### src/rtl/ncl_phase_sequencer.sv
// Clocked HIGH-NULL / LOW-NULL / DATA phase sequencer for a dual-rail NCL datapath.
// Completion flags are synchronised into clk; each DATA result is captured and fed back as the next operand.
module ncl_phase_sequencer #(
  parameter int unsigned WIDTH          = 48,
  parameter int unsigned SYNC_STAGES    = 2,
  parameter int unsigned TIMEOUT_CYCLES = 1023,
  parameter int unsigned CNT_BITS       = 32
) (
  input  logic                clk,
  input  logic                rst_n,
  input  logic                start,
  input  logic                stop,
  input  logic                seed_load,
  input  logic [WIDTH-1:0]    seed,
  input  logic [CNT_BITS-1:0] run_len,
  output logic [WIDTH-1:0]    dr_inputs,
  input  logic [WIDTH-1:0]    dr_outputs,
  output logic [WIDTH-1:0]    result,
  output logic                result_valid,
  output logic [CNT_BITS-1:0] iter_count,
  output logic [1:0]          phase,
  output logic                busy,
  output logic                timeout_err
);

  localparam int unsigned PAIRS = WIDTH / 2;
  localparam int unsigned TMR_W = $clog2(TIMEOUT_CYCLES + SYNC_STAGES + 2);
  localparam logic [TMR_W-1:0] BLANK_END  = TMR_W'(SYNC_STAGES + 1);
  localparam logic [TMR_W-1:0] TMR_LAST   = TMR_W'(TIMEOUT_CYCLES - 1);
  localparam logic [WIDTH-1:0] ALL_ONES   = {WIDTH{1'b1}};
  localparam logic [WIDTH-1:0] LOGIC_ZERO = {PAIRS{2'b01}};

  localparam logic [2:0] S_IDLE  = 3'd0;
  localparam logic [2:0] S_HNULL = 3'd1;
  localparam logic [2:0] S_LNULL = 3'd2;
  localparam logic [2:0] S_DATA  = 3'd3;
  localparam logic [2:0] S_ERROR = 3'd4;

  logic [2:0]             state_q, state_d;
  logic [TMR_W-1:0]       tmr_q, tmr_d;
  logic [WIDTH-1:0]       operand_q, operand_d;
  logic [WIDTH-1:0]       result_q, result_d;
  logic [WIDTH-1:0]       dr_in_q, dr_in_d;
  logic [CNT_BITS-1:0]    iter_q, iter_d;
  logic [CNT_BITS-1:0]    run_len_q, run_len_d;
  logic [1:0]             phase_q, phase_d;
  logic                   rv_q, rv_d;
  logic                   busy_q, busy_d;
  logic                   to_q, to_d;
  logic                   stop_pending_q, stop_pending_d;
  logic [SYNC_STAGES-1:0] hn_sync_q, ln_sync_q, dv_sync_q;

  logic                   hn_raw, ln_raw, dv_raw;
  logic                   hn_s, ln_s, dv_s;
  logic                   unblank, tmo, in_busy;
  logic [CNT_BITS-1:0]    iter_inc;

  // Raw completion detectors on the asynchronous datapath outputs
  always_comb begin
    hn_raw = &dr_outputs;
    ln_raw = ~|dr_outputs;
    dv_raw = 1'b1;
    for (int i = 0; i < int'(PAIRS); i++) begin
      dv_raw = dv_raw & (dr_outputs[2*i] ^ dr_outputs[2*i+1]);
    end
  end

  always_ff @(posedge clk) begin
    if (!rst_n) begin
      hn_sync_q <= '0;
      ln_sync_q <= '0;
      dv_sync_q <= '0;
    end else begin
      hn_sync_q <= {hn_sync_q[SYNC_STAGES-2:0], hn_raw};
      ln_sync_q <= {ln_sync_q[SYNC_STAGES-2:0], ln_raw};
      dv_sync_q <= {dv_sync_q[SYNC_STAGES-2:0], dv_raw};
    end
  end

  assign hn_s = hn_sync_q[SYNC_STAGES-1];
  assign ln_s = ln_sync_q[SYNC_STAGES-1];
  assign dv_s = dv_sync_q[SYNC_STAGES-1];

  always_ff @(posedge clk) begin
    if (!rst_n) begin
      state_q        <= S_IDLE;
      tmr_q          <= '0;
      operand_q      <= LOGIC_ZERO;
      result_q       <= LOGIC_ZERO;
      dr_in_q        <= ALL_ONES;
      iter_q         <= '0;
      run_len_q      <= '0;
      phase_q        <= 2'd0;
      rv_q           <= 1'b0;
      busy_q         <= 1'b0;
      to_q           <= 1'b0;
      stop_pending_q <= 1'b0;
    end else begin
      state_q        <= state_d;
      tmr_q          <= tmr_d;
      operand_q      <= operand_d;
      result_q       <= result_d;
      dr_in_q        <= dr_in_d;
      iter_q         <= iter_d;
      run_len_q      <= run_len_d;
      phase_q        <= phase_d;
      rv_q           <= rv_d;
      busy_q         <= busy_d;
      to_q           <= to_d;
      stop_pending_q <= stop_pending_d;
    end
  end

  // Next-state and registered-output logic; blanking gates every flag after a phase entry
  always_comb begin
    state_d        = state_q;
    tmr_d          = tmr_q;
    operand_d      = operand_q;
    result_d       = result_q;
    iter_d         = iter_q;
    run_len_d      = run_len_q;
    rv_d           = 1'b0;
    stop_pending_d = stop_pending_q;
    in_busy        = (state_q == S_HNULL) || (state_q == S_LNULL) || (state_q == S_DATA);
    unblank        = (tmr_q >= BLANK_END);
    tmo            = (tmr_q == TMR_LAST);
    iter_inc       = iter_q + CNT_BITS'(1);

    if (in_busy && stop) stop_pending_d = 1'b1;

    case (state_q)
      S_IDLE, S_ERROR: begin
        if (seed_load && (state_q == S_IDLE)) operand_d = seed;
        if (start) begin
          state_d        = S_HNULL;
          iter_d         = '0;
          stop_pending_d = 1'b0;
          run_len_d      = run_len;
        end
      end
      S_HNULL: begin
        if (unblank && hn_s) state_d = S_LNULL;
        else if (tmo)        state_d = S_ERROR;
      end
      S_LNULL: begin
        if (unblank && ln_s) state_d = S_DATA;
        else if (tmo)        state_d = S_ERROR;
      end
      S_DATA: begin
        if (unblank && dv_s) begin
          result_d  = dr_outputs;
          operand_d = dr_outputs;
          iter_d    = iter_inc;
          rv_d      = 1'b1;
          if (stop_pending_q || stop || ((run_len_q != '0) && (iter_inc == run_len_q)))
            state_d = S_IDLE;
          else
            state_d = S_HNULL;
        end else if (tmo) begin
          state_d = S_ERROR;
        end
      end
      default: state_d = S_IDLE;
    endcase

    if (state_d != state_q) tmr_d = '0;
    else if (in_busy)       tmr_d = tmr_q + TMR_W'(1);

    case (state_d)
      S_LNULL: dr_in_d = '0;
      S_DATA:  dr_in_d = operand_d;
      default: dr_in_d = ALL_ONES;
    endcase

    phase_d = (state_d == S_ERROR) ? phase_q : state_d[1:0];
    busy_d  = (state_d == S_HNULL) || (state_d == S_LNULL) || (state_d == S_DATA);
    to_d    = (state_d == S_ERROR);
  end

  assign dr_inputs    = dr_in_q;
  assign result       = result_q;
  assign result_valid = rv_q;
  assign iter_count   = iter_q;
  assign phase        = phase_q;
  assign busy         = busy_q;
  assign timeout_err  = to_q;

endmodule
### config.mk
export PLATFORM = sky130hd
export DESIGN_NAME = ncl_phase_sequencer
export DESIGN_NICKNAME = d
export VERILOG_FILES = /design/src/rtl/ncl_phase_sequencer.sv
export SDC_FILE = /design/constraint.sdc
export NUM_CORES = 1
export LEC_CHECK = 0
export ABC_AREA = 1
export BUFFER_PORTS_ARGS = -buffer_cell sky130_fd_sc_hd__buf_2
export CAP_MARGIN = 25
export CELL_PAD_IN_SITES_DETAIL_PLACEMENT = 1
export CELL_PAD_IN_SITES_GLOBAL_PLACEMENT = 2
export CORE_MARGIN = 2
export CORE_UTILIZATION = 29
export CTS_BUF_LIST = sky130_fd_sc_hd__clkbuf_16
export DETAILED_ROUTE_END_ITERATION = 10
export GPL_TIMING_DRIVEN = 1
export PLACE_DENSITY = 0.89
export SYNTH_ARGS = -nofsm -noshare
export SYNTH_HDL_FRONTEND = slang
export SYNTH_SLANG_ARGS = --single-unit
### constraint.sdc
create_clock -name clk -period 3 [get_ports clk]
set_input_delay 0.6 -clock clk [delete_from_list [all_inputs] [get_ports clk]]
set_output_delay 0.6 -clock clk [all_outputs]
set_load 0.01 [all_outputs]
==> results.py, run 1 <==
metrics = {
    "sta": {
        "relSlewSlack_pct": 38.2,
        "setup_viol": 0,
        "fin_ws_ns": 0.188,
        "fmax_mhz": 356,
        "slew_violations": 0,
        "hold_viol": 0,
        "layout_min_cycle_time_ns": 2.81,
        "fin_worst_skew_ns": 0.0473,
        "fin_crit_sh_pct": 93.7,
        "worstMarginPinSlew_ns": 0.921,
    },
    "floorplan": {
        "design.core.area_mm2": 0.0377,
        "io_pins": 266,
        "initial_core_util_pct": 29.4,
        "dieArea_mm2": 0.0397,
        "die_y_um": 199,
        "rows": 71,
        "die_w_um": 199,
    },
    "worst_setup_path": {
        "crit_arrival_ns": 3.26,
        "crit_chain": "ha_2, nand2_2, nor2_4, nand3b_1, o21ai_2, nand2_1, nand2_1, nand2_1, nor2_2, nand2_1, nor2_1, nand3_1, nand2_2, nand2_4, clkbuf_16, nand2_1, nand2_1",
        "crit_start": "iter_count[0]",
        "critPathRequiredTime_ns": 3.44,
        "r2r-start": "iter_count[0]",
        "start_kind": "register",
        "cpPeakStageDelay_ns": 0.37,
        "critPathMaxFanout": 24,
        "cp_slowest_cell": "dfxtp_2",
        "endpoint_kind": "register",
        "cp_num_buf_inv": 1,
        "cp_common_cell": "nand2_1",
        "crit_type": "reg -> reg",
        "crit_family": "simple AND/OR/NAND/NOR gates",
    },
    "global_routing": {
        "antenna_found_initial": 16,
        "grt_pass1_vias": 11800,
        "grt_max_degree": 112,
        "grt_overflow": 0,
        "grt_usage_pct": 21.5,
        "grt_first_pass_wirelength_um": 66500,
    },
    "route": {
        "first_pass_iters": 5,
        "drc_errors": 0,
        "drt-wirelength-per-cell_um": 18.3,
        "vias": 11400,
        "routed_wl_um": 43500,
        "drt_iter0_drc": 361,
        "ant_nets": 0,
        "vias_per_cell": 4.81,
    },
    "yosys": {
        "ys_seq_area_share_pct": 42.3,
        "synth_area_leaders": "dfxtp_1 42%, nand2_1 16%, inv_1 5.8%",
        "synth_edf_count": 0,
        "yosys_warnings": 0,
        "synth_top_area_share_pct": 42.3,
        "async_flop_share_pct": 0,
        "syn-num-nets": 1769,
        "synth_flop_cell": "dfxtp_1",
        "syn_area_mm2": 0.0111,
        "ys_seq_elements": 234,
        "synth_cell_type_count": 40,
        "synthCells": 1585,
        "synth_area_leader_cell": "dfxtp_1",
        "syn_area_per_cell_um2": 6.98,
    },
    "clock_network": {
        "clkSinkCount": 234,
        "htree_levels": 1,
        "clk_latency_ns": 0.59,
        "clockBufferDepth": 3,
        "cts_buffers": 28,
        "cts_root_buf": "clkbuf_16",
        "cts_tree": "built",
        "cts.clk_slew.worst_paths_ns": 0.06,
    },
    "place": {
        "gp_congestion": 0.886,
        "place_ws_ns": 0.121,
        "dpl.cell_count": 2313,
        "hpwl_um": 32100,
        "numPortBuffers": 265,
    },
    "layout": {
        "drive_gt1_share_pct": 19.9,
        "final_common_cell": "nand2_1",
        "layout.cells.most_common_list": "469 x nand2_1, 265 x buf_2, 231 x dfxtp_1, 175 x inv_1, 164 x nor2_1",
        "final_nets": 2022,
        "syn2layout_area_growth_pct": 26.2,
        "n_fill_cell": 4851,
        "finalNonFillerCells": 2376,
    },
    "run": {
        "max_cap_violations": 0,
    },
    "power_and_ir_drop": {
        "ir_drop_mv": 0.328,
        "leakage_nw": 6.42,
        "powerDensity_mw_per_mm2": 537,
    },
    "run_status": {
        "status": "finished, final reports clean",
    },
    "worst_hold_path": {
        "hold_class": "in -> reg",
        "min-delay-start": "run_len[4]",
    },
}
-- cells by family after synthesis --
group / share of synthesized area [%]
AND/OR/NAND/NOR: 31.6
adder cells (fa/ha/maj): 5.76
XOR/XNOR: 1.23
flip-flops: 42.3
buffers and inverters: 8.55
AO/OA/AOI/OAI: 10.5
-- worst register-to-register path: stages (launching register included) --
cell and delay, ns:
dfxtp_2 0.37, ha_2 0.22, nand2_2 0.10, nor2_4 0.20, nand3b_1 0.23, o21ai_2 0.22, nand2_1 0.10, nand2_1 0.08
nand2_1 0.12, nor2_2 0.16, nand2_1 0.07, nor2_1 0.09, nand3_1 0.13, nand2_2 0.12, nand2_4 0.10, clkbuf_16 0.24
nand2_1 0.08, nand2_1 0.04
-- what timing repair did --
action,4_1_cts,5_1_grt
resized for setup,0,10
hold endpoints to repair,0,0
endpoints found under the setup margin,0,50
buffers inserted,0,4
hold buffers,0,0
-- flip-flops by register name, summed over array words and instances, names as in the netlist --
| register | count |
|---|---|
| run_len_q | 32 |
| result | 48 |
| hn_sync_q | 2 |
| iter_count | 32 |
| state_q | 3 |
| stop_pending_q | 1 |
| dr_inputs | 48 |
| ln_sync_q | 2 |
| timeout_err | 1 |
| busy | 1 |
| dv_sync_q | 2 |
| phase | 2 |
| tmr_q | 11 |
| operand_q | 48 |
| result_valid | 1 |
-- power breakdown --
group | internal [W] | switching (W)
combinational | 0.000333 | 0.000580
clock | 0.00186 | 0.00141
sequential | 0.00322 | 0.0000931
total | 0.00542 | 0.00208
-- routing by layer --
| metal | routed length, µm | global-route usage (%) | share of wire, % |
|---|---|---|---|
| met1 | 18100 | 26.1 | 42 |
| met4 | 1310 | 6.26 | 3.0 |
| met2 | 20900 | 37.1 | 48 |
| met3 | 3180 | 6.01 | 7.3 |
| met5 | 100 | 0 | 0.23 |
-- through the flow --
stage	power (W)	util [%]	instance area (µm²)	TNS, ns	hold slack (ns)
4_1_cts	0.00755	36.8	13800	0	0.223
2_1_floorplan	0.00388	-	11100	0	0.390
6_report	0.00750	37.1	14000	0	0.241
3_5_place_dp	0.00427	34.4	13000	0	0.403
3_3_place_gp	0.00424	34.4	13000	0	0.403
5_1_grt	0.00784	37.0	14000	-0.0954	0.248
-- layout make-up --
class | instances | area [µm²] | area share, %
diodes | 8 | 20.0 | 0.143
flip-flops and latches | 234 | 4690 | 33.6
clock buffers | 28 | 701 | 5.02
clock inverters | 21 | 170 | 1.22
well taps | 511 | 639 | 4.58
inverters | 176 | 662 | 4.74
repair buffers | 290 | 1610 | 11.5
multi-input cells | 1108 | 5480 | 39.2
-- cells in the mapped netlist, types with 14 or more instances --
cell      number
nor2_1       168
nand3_1       94
dfxtp_1      234
o21ai_0       72
nand2_1      471
or2_2         15
clkbuf_1      47
ha_1          51
nand4_1       20
a21oi_1      115
nand3b_1      14
inv_1        172
-- path summary, 6_finish.rpt --
path / end / slack [ns] / depth (start not counted)
hold reg to reg: dv_sync_q[1] / 0.46 / 2
setup / recovery: dr_inputs[21] / 0.19 / 17
hold / removal: run_len_q[4] / 0.24 / 3
setup reg to reg: dr_inputs[21] / 0.19 / 17
Note: power is estimated with default switching activity, not from simulation.
==> run 2: changes to the inputs <==
--- a/config.mk
+++ b/config.mk
@@ -10,7 +10,6 @@
 export CAP_MARGIN = 25
 export CELL_PAD_IN_SITES_DETAIL_PLACEMENT = 1
 export CELL_PAD_IN_SITES_GLOBAL_PLACEMENT = 2
-export CORE_MARGIN = 2
 export CORE_UTILIZATION = 29
 export CTS_BUF_LIST = sky130_fd_sc_hd__clkbuf_16
 export DETAILED_ROUTE_END_ITERATION = 10
==> constraint.sdc (replaced) <==
create_clock -name clk -period 3 [get_ports clk]
set_input_delay 0.45 -clock clk [delete_from_list [all_inputs] [get_ports clk]]
set_output_delay 0.45 -clock clk [all_outputs]
set_load 0.01 [all_outputs]
==> results.py, run 2 (synthesis gave the netlist of run 1 again) <==
metrics = {
    "power_and_ir_drop": {
        "power_frac_clock_pct": 43.9,
        "powerDensity_mw_per_mm2": 538,
        "p_sw_w": 0.00211,
        "p_total_w": 0.00750,
        "pwr-share-seq_pct": 44.2,
        "comb_power_share_pct": 11.9,
        "internal_power_w": 0.00539,
        "switching_share_pct": 28.1,
        "leakage_nw": 6.41,
        "ir_drop_mv": 0.336,
    },
    "sta": {
        "hold_viol": 0,
        "relSlewSlack_pct": 35.9,
        "slew_violations": 0,
        "layout_min_cycle_time_ns": 2.79,
        "fin_crit_sh_pct": 93.0,
        "fmax_mhz": 359,
        "fin_worst_skew_ns": 0.0160,
        "setup_viol": 0,
        "worstMarginPinSlew_ns": 0.956,
    },
    "route": {
        "first_pass_iters": 4,
        "routed_wl_um": 43100,
        "drt_iter0_drc": 386,
        "drt-wirelength-per-cell_um": 18.1,
        "ant_nets": 0,
        "drc_errors": 0,
        "vias_per_cell": 4.77,
        "vias": 11300,
    },
    "place": {
        "dpl-instance-area_mm2": 0.0130,
        "hpwl_um": 32300,
        "gp_congestion": 0.878,
        "dpl.cell_count": 2315,
        "numPortBuffers": 265,
    },
    "layout": {
        "stdcell_area_mm2": 0.0140,
        "finalNonFillerCells": 2378,
        "syn2layout_area_growth_pct": 26.0,
        "drive_gt1_share_pct": 20.1,
        "final_nets": 2021,
        "layout.cells.most_common_list": "470 x nand2_1, 265 x buf_2, 231 x dfxtp_1, 169 x inv_1, 165 x nor2_1",
        "final_core_util_pct": 37.1,
        "final_common_cell": "nand2_1",
    },
    "clock_network": {
        "clkSinkCount": 234,
        "cts.clk_slew.worst_paths_ns": 0.06,
        "clockBufferDepth": 3,
        "cts_root_buf": "clkbuf_16",
        "htree_levels": 1,
        "clk_latency_ns": 0.57,
        "cts_tree": "built",
        "hold_buffers": 0,
        "cts_buffers": 29,
    },
    "run_status": {
        "status": "finished, final reports clean",
    },
    "global_routing": {
        "antenna_found_initial": 20,
        "grt_pass1_vias": 11600,
        "grt_usage_pct": 21.8,
        "grt_max_degree": 88,
        "grt_overflow": 0,
        "grt_first_pass_wirelength_um": 65800,
    },
    "floorplan": {
        "dieArea_mm2": 0.0390,
        "design.core.area_mm2": 0.0376,
        "die_w_um": 197,
        "rows": 71,
        "die_y_um": 197,
        "io_pins": 266,
        "initial_core_util_pct": 29.5,
    },
    "worst_hold_path": {
        "hold_class": "in -> reg",
        "min-delay-start": "run_len[13]",
        "worstHoldPathCells": 3,
        "whs_endpoint": "run_len_q[13]",
    },
    "worst_setup_path": {
        "crit_arrival_ns": 3.23,
        "r2r_cells": 19,
        "r2r-end": "dr_inputs[30]",
        "cp_slowest_cell": "dfxtp_1",
        "crit_chain": "buf_4, nand2_1, nor2_1, nand2_1, nor2_4, nand2_1, nand2_1, nand2_1, nand2_1, nand2_1, nor2_1, nand2_1, nor2_1, nand3_1, nand2_1, nand2_2, buf_12, nand3_1, nand2_1",
        "crit_family": "simple AND/OR/NAND/NOR gates",
        "cpPeakStageDelay_ns": 0.37,
        "crit_type": "reg -> reg",
        "ff2ff_setup_slack_ns": 0.21,
        "critPathMaxFanout": 49,
        "critPathRequiredTime_ns": 3.44,
        "cp_common_cell": "nand2_1",
        "cp_num_buf_inv": 2,
        "endpoint_kind": "register",
        "crit_cells": 19,
        "start_kind": "register",
        "r2r-start": "iter_count[14]",
    },
    "run": {
        "max_cap_violations": 0,
    },
}
[run 2: cell types whose count changed in the layout (fill, tap and decap cells not counted), sizes merged]
cell and change:
clkinv +9, diode +1, clkinvlp -2, inv -4, clkbuf -1, bufinv -1
[run 2: per-stage QoR]
| stage | setup slack (ns) | TNS (ns) | hold slack, ns |
|---|---|---|---|
| finish | 0.211 | 0 | 0.102 |
| global route | -0.0174 | -0.0462 | 0.108 |
| CTS | 0.0790 | 0 | 0.0851 |
| global placement | 0.221 | 0 | 0.399 |
| detailed placement | 0.0926 | 0 | 0.400 |
| floorplan | 0.667 | 0 | 0.390 |
[run 2: worst reg2reg max path, stage by stage (launching register included)]
cell and delay (ns):
dfxtp_1 0.37, buf_4 0.18, nand2_1 0.11, nor2_1 0.19, nand2_1 0.16, nor2_4 0.18, nand2_1 0.08, nand2_1 0.09
nand2_1 0.08, nand2_1 0.09, nand2_1 0.06, nor2_1 0.15, nand2_1 0.08, nor2_1 0.15, nand3_1 0.13, nand2_1 0.12
nand2_2 0.07, buf_12 0.21, nand3_1 0.13, nand2_1 0.06
[run 2: worst max-delay path by stage]
stage                   start       endpoint  slack [ns]
2_1_floorplan   iter_count[0]  dr_inputs[10]        0.67
3_3_place_gp    iter_count[0]  dr_inputs[14]        0.22
3_5_place_dp    iter_count[0]   dr_inputs[4]        0.09
4_1_cts         iter_count[0]  dr_inputs[30]        0.08
5_1_grt        iter_count[14]   dr_inputs[4]       -0.02
6_report       iter_count[14]  dr_inputs[30]        0.21
[run 2: per-layer routing]
metal / part of all wire, % / routed length [µm] / track usage, %
met5: 0.28 / 121 / 0
met4: 2.7 / 1180 / 6.12
met3: 6.4 / 2780 / 6.10
met2: 49 / 20900 / 38.0
met1: 42 / 18100 / 26.1
[run 2: power groups by stage]
stage	sequential [W]	clock [W]	combinational (W)
after floorplan	0.00336	0	0.000521
after global placement	0.00338	0	0.000867
after detailed placement	0.00338	0	0.000897
after CTS	0.00331	0.00337	0.000905
after global routing	0.00333	0.00349	0.00101
final	0.00332	0.00329	0.000892
[run 2: what timing repair did]
item / 4_1_cts / 5_1_grt
buffers inserted: 0 / 2
endpoints found under the setup margin: 0 / 50
gates resized for setup: 0 / 11
[run 2: final cells by class]
class | instances | area (µm²)
fill | 4790 | 23600
multi-input combinational | 1108 | 5490
sequential | 234 | 4690
timing repair buffer | 288 | 1570
clock buffer | 29 | 726
inverter | 176 | 662
tap | 511 | 639
clock inverter | 23 | 153
antenna | 9 | 22.5
==> run 3: changes to the inputs <==
--- a/config.mk
+++ b/config.mk
@@ -6,15 +6,15 @@
 export NUM_CORES = 1
 export LEC_CHECK = 0
 export ABC_AREA = 1
-export BUFFER_PORTS_ARGS = -buffer_cell sky130_fd_sc_hd__buf_2
 export CAP_MARGIN = 25
 export CELL_PAD_IN_SITES_DETAIL_PLACEMENT = 1
 export CELL_PAD_IN_SITES_GLOBAL_PLACEMENT = 2
-export CORE_UTILIZATION = 29
+export CORE_UTILIZATION = 34
 export CTS_BUF_LIST = sky130_fd_sc_hd__clkbuf_16
 export DETAILED_ROUTE_END_ITERATION = 10
+export DONT_BUFFER_PORTS = 1
 export GPL_TIMING_DRIVEN = 1
-export PLACE_DENSITY = 0.89
+export PLACE_DENSITY = 0.88
 export SYNTH_ARGS = -nofsm -noshare
 export SYNTH_HDL_FRONTEND = slang
 export SYNTH_SLANG_ARGS = --single-unit
==> results.py, run 3 (synthesis gave the netlist of run 1 again) <==
metrics = {
    "floorplan": {
        "rows": 65,
        "initial_core_util_pct": 34.8,
        "dieArea_mm2": 0.0333,
        "die_w_um": 182,
        "die_y_um": 182,
        "io_pins": 266,
        "design.core.area_mm2": 0.0318,
    },
    "power_and_ir_drop": {
        "powerDensity_mw_per_mm2": 587,
        "switching_share_pct": 27.0,
        "pwr-share-seq_pct": 45.2,
        "p_sw_w": 0.00198,
        "comb_power_share_pct": 10.1,
        "ir_drop_mv": 0.402,
        "power_frac_clock_pct": 44.8,
        "internal_power_w": 0.00537,
        "leakage_nw": 5.44,
    },
    "global_routing": {
        "grt_pass1_vias": 10600,
        "grt_use_met1_pct": 29.2,
        "grt_first_pass_wirelength_um": 61400,
        "grtUsageMet2_pct": 39.6,
        "antenna_found_initial": 1,
        "grt_overflow": 0,
        "grt_usage_pct": 23.9,
        "busiest_layer": "met2",
        "grt_max_degree": 83,
        "use_met3_pct": 7.84,
    },
    "clock_network": {
        "cts_root_buf": "clkbuf_16",
        "clk_latency_ns": 0.56,
        "cts_buffers": 27,
        "clockBufferDepth": 3,
        "htree_levels": 1,
        "cts.clk_slew.worst_paths_ns": 0.06,
        "postCtsSetupBuffers": 0,
        "clkSinkCount": 234,
        "cts_tree": "built",
    },
    "route": {
        "vias_per_cell": 5.06,
        "drt-wirelength-per-cell_um": 19.6,
        "vias": 10300,
        "routed_wl_um": 39900,
        "drc_errors": 0,
        "ant_nets": 0,
        "first_pass_iters": 5,
        "drt_iter0_drc": 523,
    },
    "worst_hold_path": {
        "min-delay-start": "rst_n",
        "hold_class": "in -> reg",
        "worstHoldPathCells": 2,
        "whs_endpoint": "hn_sync_q[1]",
    },
    "place": {
        "gp_congestion": 0.890,
        "numPortBuffers": 0,
        "dpl-instance-area_mm2": 0.0116,
        "hpwl_um": 29100,
    },
    "layout": {
        "final_nets": 1761,
        "stdcell_area_mm2": 0.0125,
        "layout.cells.most_common_list": "470 x nand2_1, 234 x dfxtp_1, 177 x inv_1, 167 x nor2_1, 115 x a21oi_1",
        "syn2layout_area_growth_pct": 13.1,
        "drive_gt1_share_pct": 6.63,
        "final_core_util_pct": 39.4,
        "final_common_cell": "nand2_1",
    },
    "sta": {
        "fin_worst_skew_ns": 0.0192,
        "slew_violations": 0,
        "hold_slack_ns": 0.0307,
        "fin_crit_sh_pct": 92.0,
        "rsz0062_at_grt": "no",
        "hold_viol": 0,
        "final.setup.tns_ns": 0,
        "setup_viol": 0,
        "layout_min_cycle_time_ns": 2.76,
        "relSlewSlack_pct": 32.4,
        "fmax_mhz": 362,
        "worstMarginPinSlew_ns": 1.01,
    },
    "worst_setup_path": {
        "r2r-end": "dr_inputs[23]",
        "critPathRequiredTime_ns": 3.44,
        "r2r_cells": 18,
        "crit_type": "reg -> reg",
        "ff2ff_setup_slack_ns": 0.24,
        "crit_arrival_ns": 3.20,
        "r2r-start": "iter_count[6]",
        "start_kind": "register",
        "critPathMaxFanout": 49,
        "endpoint_kind": "register",
    },
    "run_status": {
        "status": "finished, final reports clean",
    },
    "run": {
        "max_cap_violations": 0,
    },
}
-- run 3: cell count changes in the layout (fill, tap and decap cells not counted), moves of 8 or more --
cell / before / now
buf_2: 265 / 0
buf_4: 17 / 25
clkinv_1: 14 / 6
diode_2: 9 / 1
inv_1: 169 / 177
-- run 3: through the flow --
step                setup WS [ns]  instances  total power [W]
global placement            0.278       1982          0.00410
CTS                         0.125       2033          0.00744
finish                      0.240       2034          0.00735
global route               0.0229       2034          0.00767
floorplan                   0.667       1585          0.00388
detailed placement          0.228       1982          0.00412
-- run 3: per-layer routing --
metal  routed length (µm)  share of wire [%]  vias up
met1                16900                 42     4922
met5                    0                  0        -
met3                 3230                8.1       72
met2                18500                 46      284
li1                     -                  -     5018
met4                 1220                3.1        0
-- run 3: critical path: stages (launching register included) --
cell and delay [ns]:
dfxtp_1 0.48, nand2_1 0.15, nor2_2 0.23, nand2_2 0.20, nor2_4 0.20, nand2_1 0.07
nand2_1 0.11, nor2_1 0.06, nor2_1 0.09, nand2_1 0.06, nor2_1 0.11, nand2_1 0.10
nor2_1 0.10, nand3_1 0.07, nand2_1 0.10, nand2_2 0.07, buf_12 0.19, nand2_1 0.13
nand2_1 0.06
-- run 3: worst max path at each step --
stage / startpoint / to / slack (ns) / cells past startpoint
after floorplan: iter_count[0] / dr_inputs[10] / 0.67 / 20
after global placement: tmr_q[1] / iter_count[5] / 0.28 / 8
after detailed placement: tmr_q[1] / iter_count[3] / 0.23 / 8
after CTS: tmr_q[1] / iter_count[5] / 0.12 / 8
after global routing: iter_count[12] / dr_inputs[8] / 0.02 / 18
final: iter_count[6] / dr_inputs[23] / 0.24 / 18
-- run 3: repair_timing --
action / 4_1_cts / 5_1_grt
hold buffers: 1 / 0
resized for setup: 0 / 4
setup endpoints to repair: 0 / 30
hold endpoints to repair: 13 / 0
-- run 3: cell type report --
cell class / count / area [µm²]
timing repair buffer: 30 / 278
multi-input combinational: 1108 / 5480
tap: 435 / 544
clock inverter: 23 / 195
inverter: 176 / 666
sequential: 234 / 4680
antenna: 1 / 2.50
fill: 4001 / 19300
clock buffer: 27 / 676
-- run 3: power by group through the flow --
stage	registers, W	clock network, W	logic [W]
detailed placement	0.00338	0	0.000737
global placement	0.00338	0	0.000716
CTS	0.00332	0.00337	0.000750
global route	0.00333	0.00350	0.000844
floorplan	0.00336	0	0.000521
finish	0.00332	0.00329	0.000739
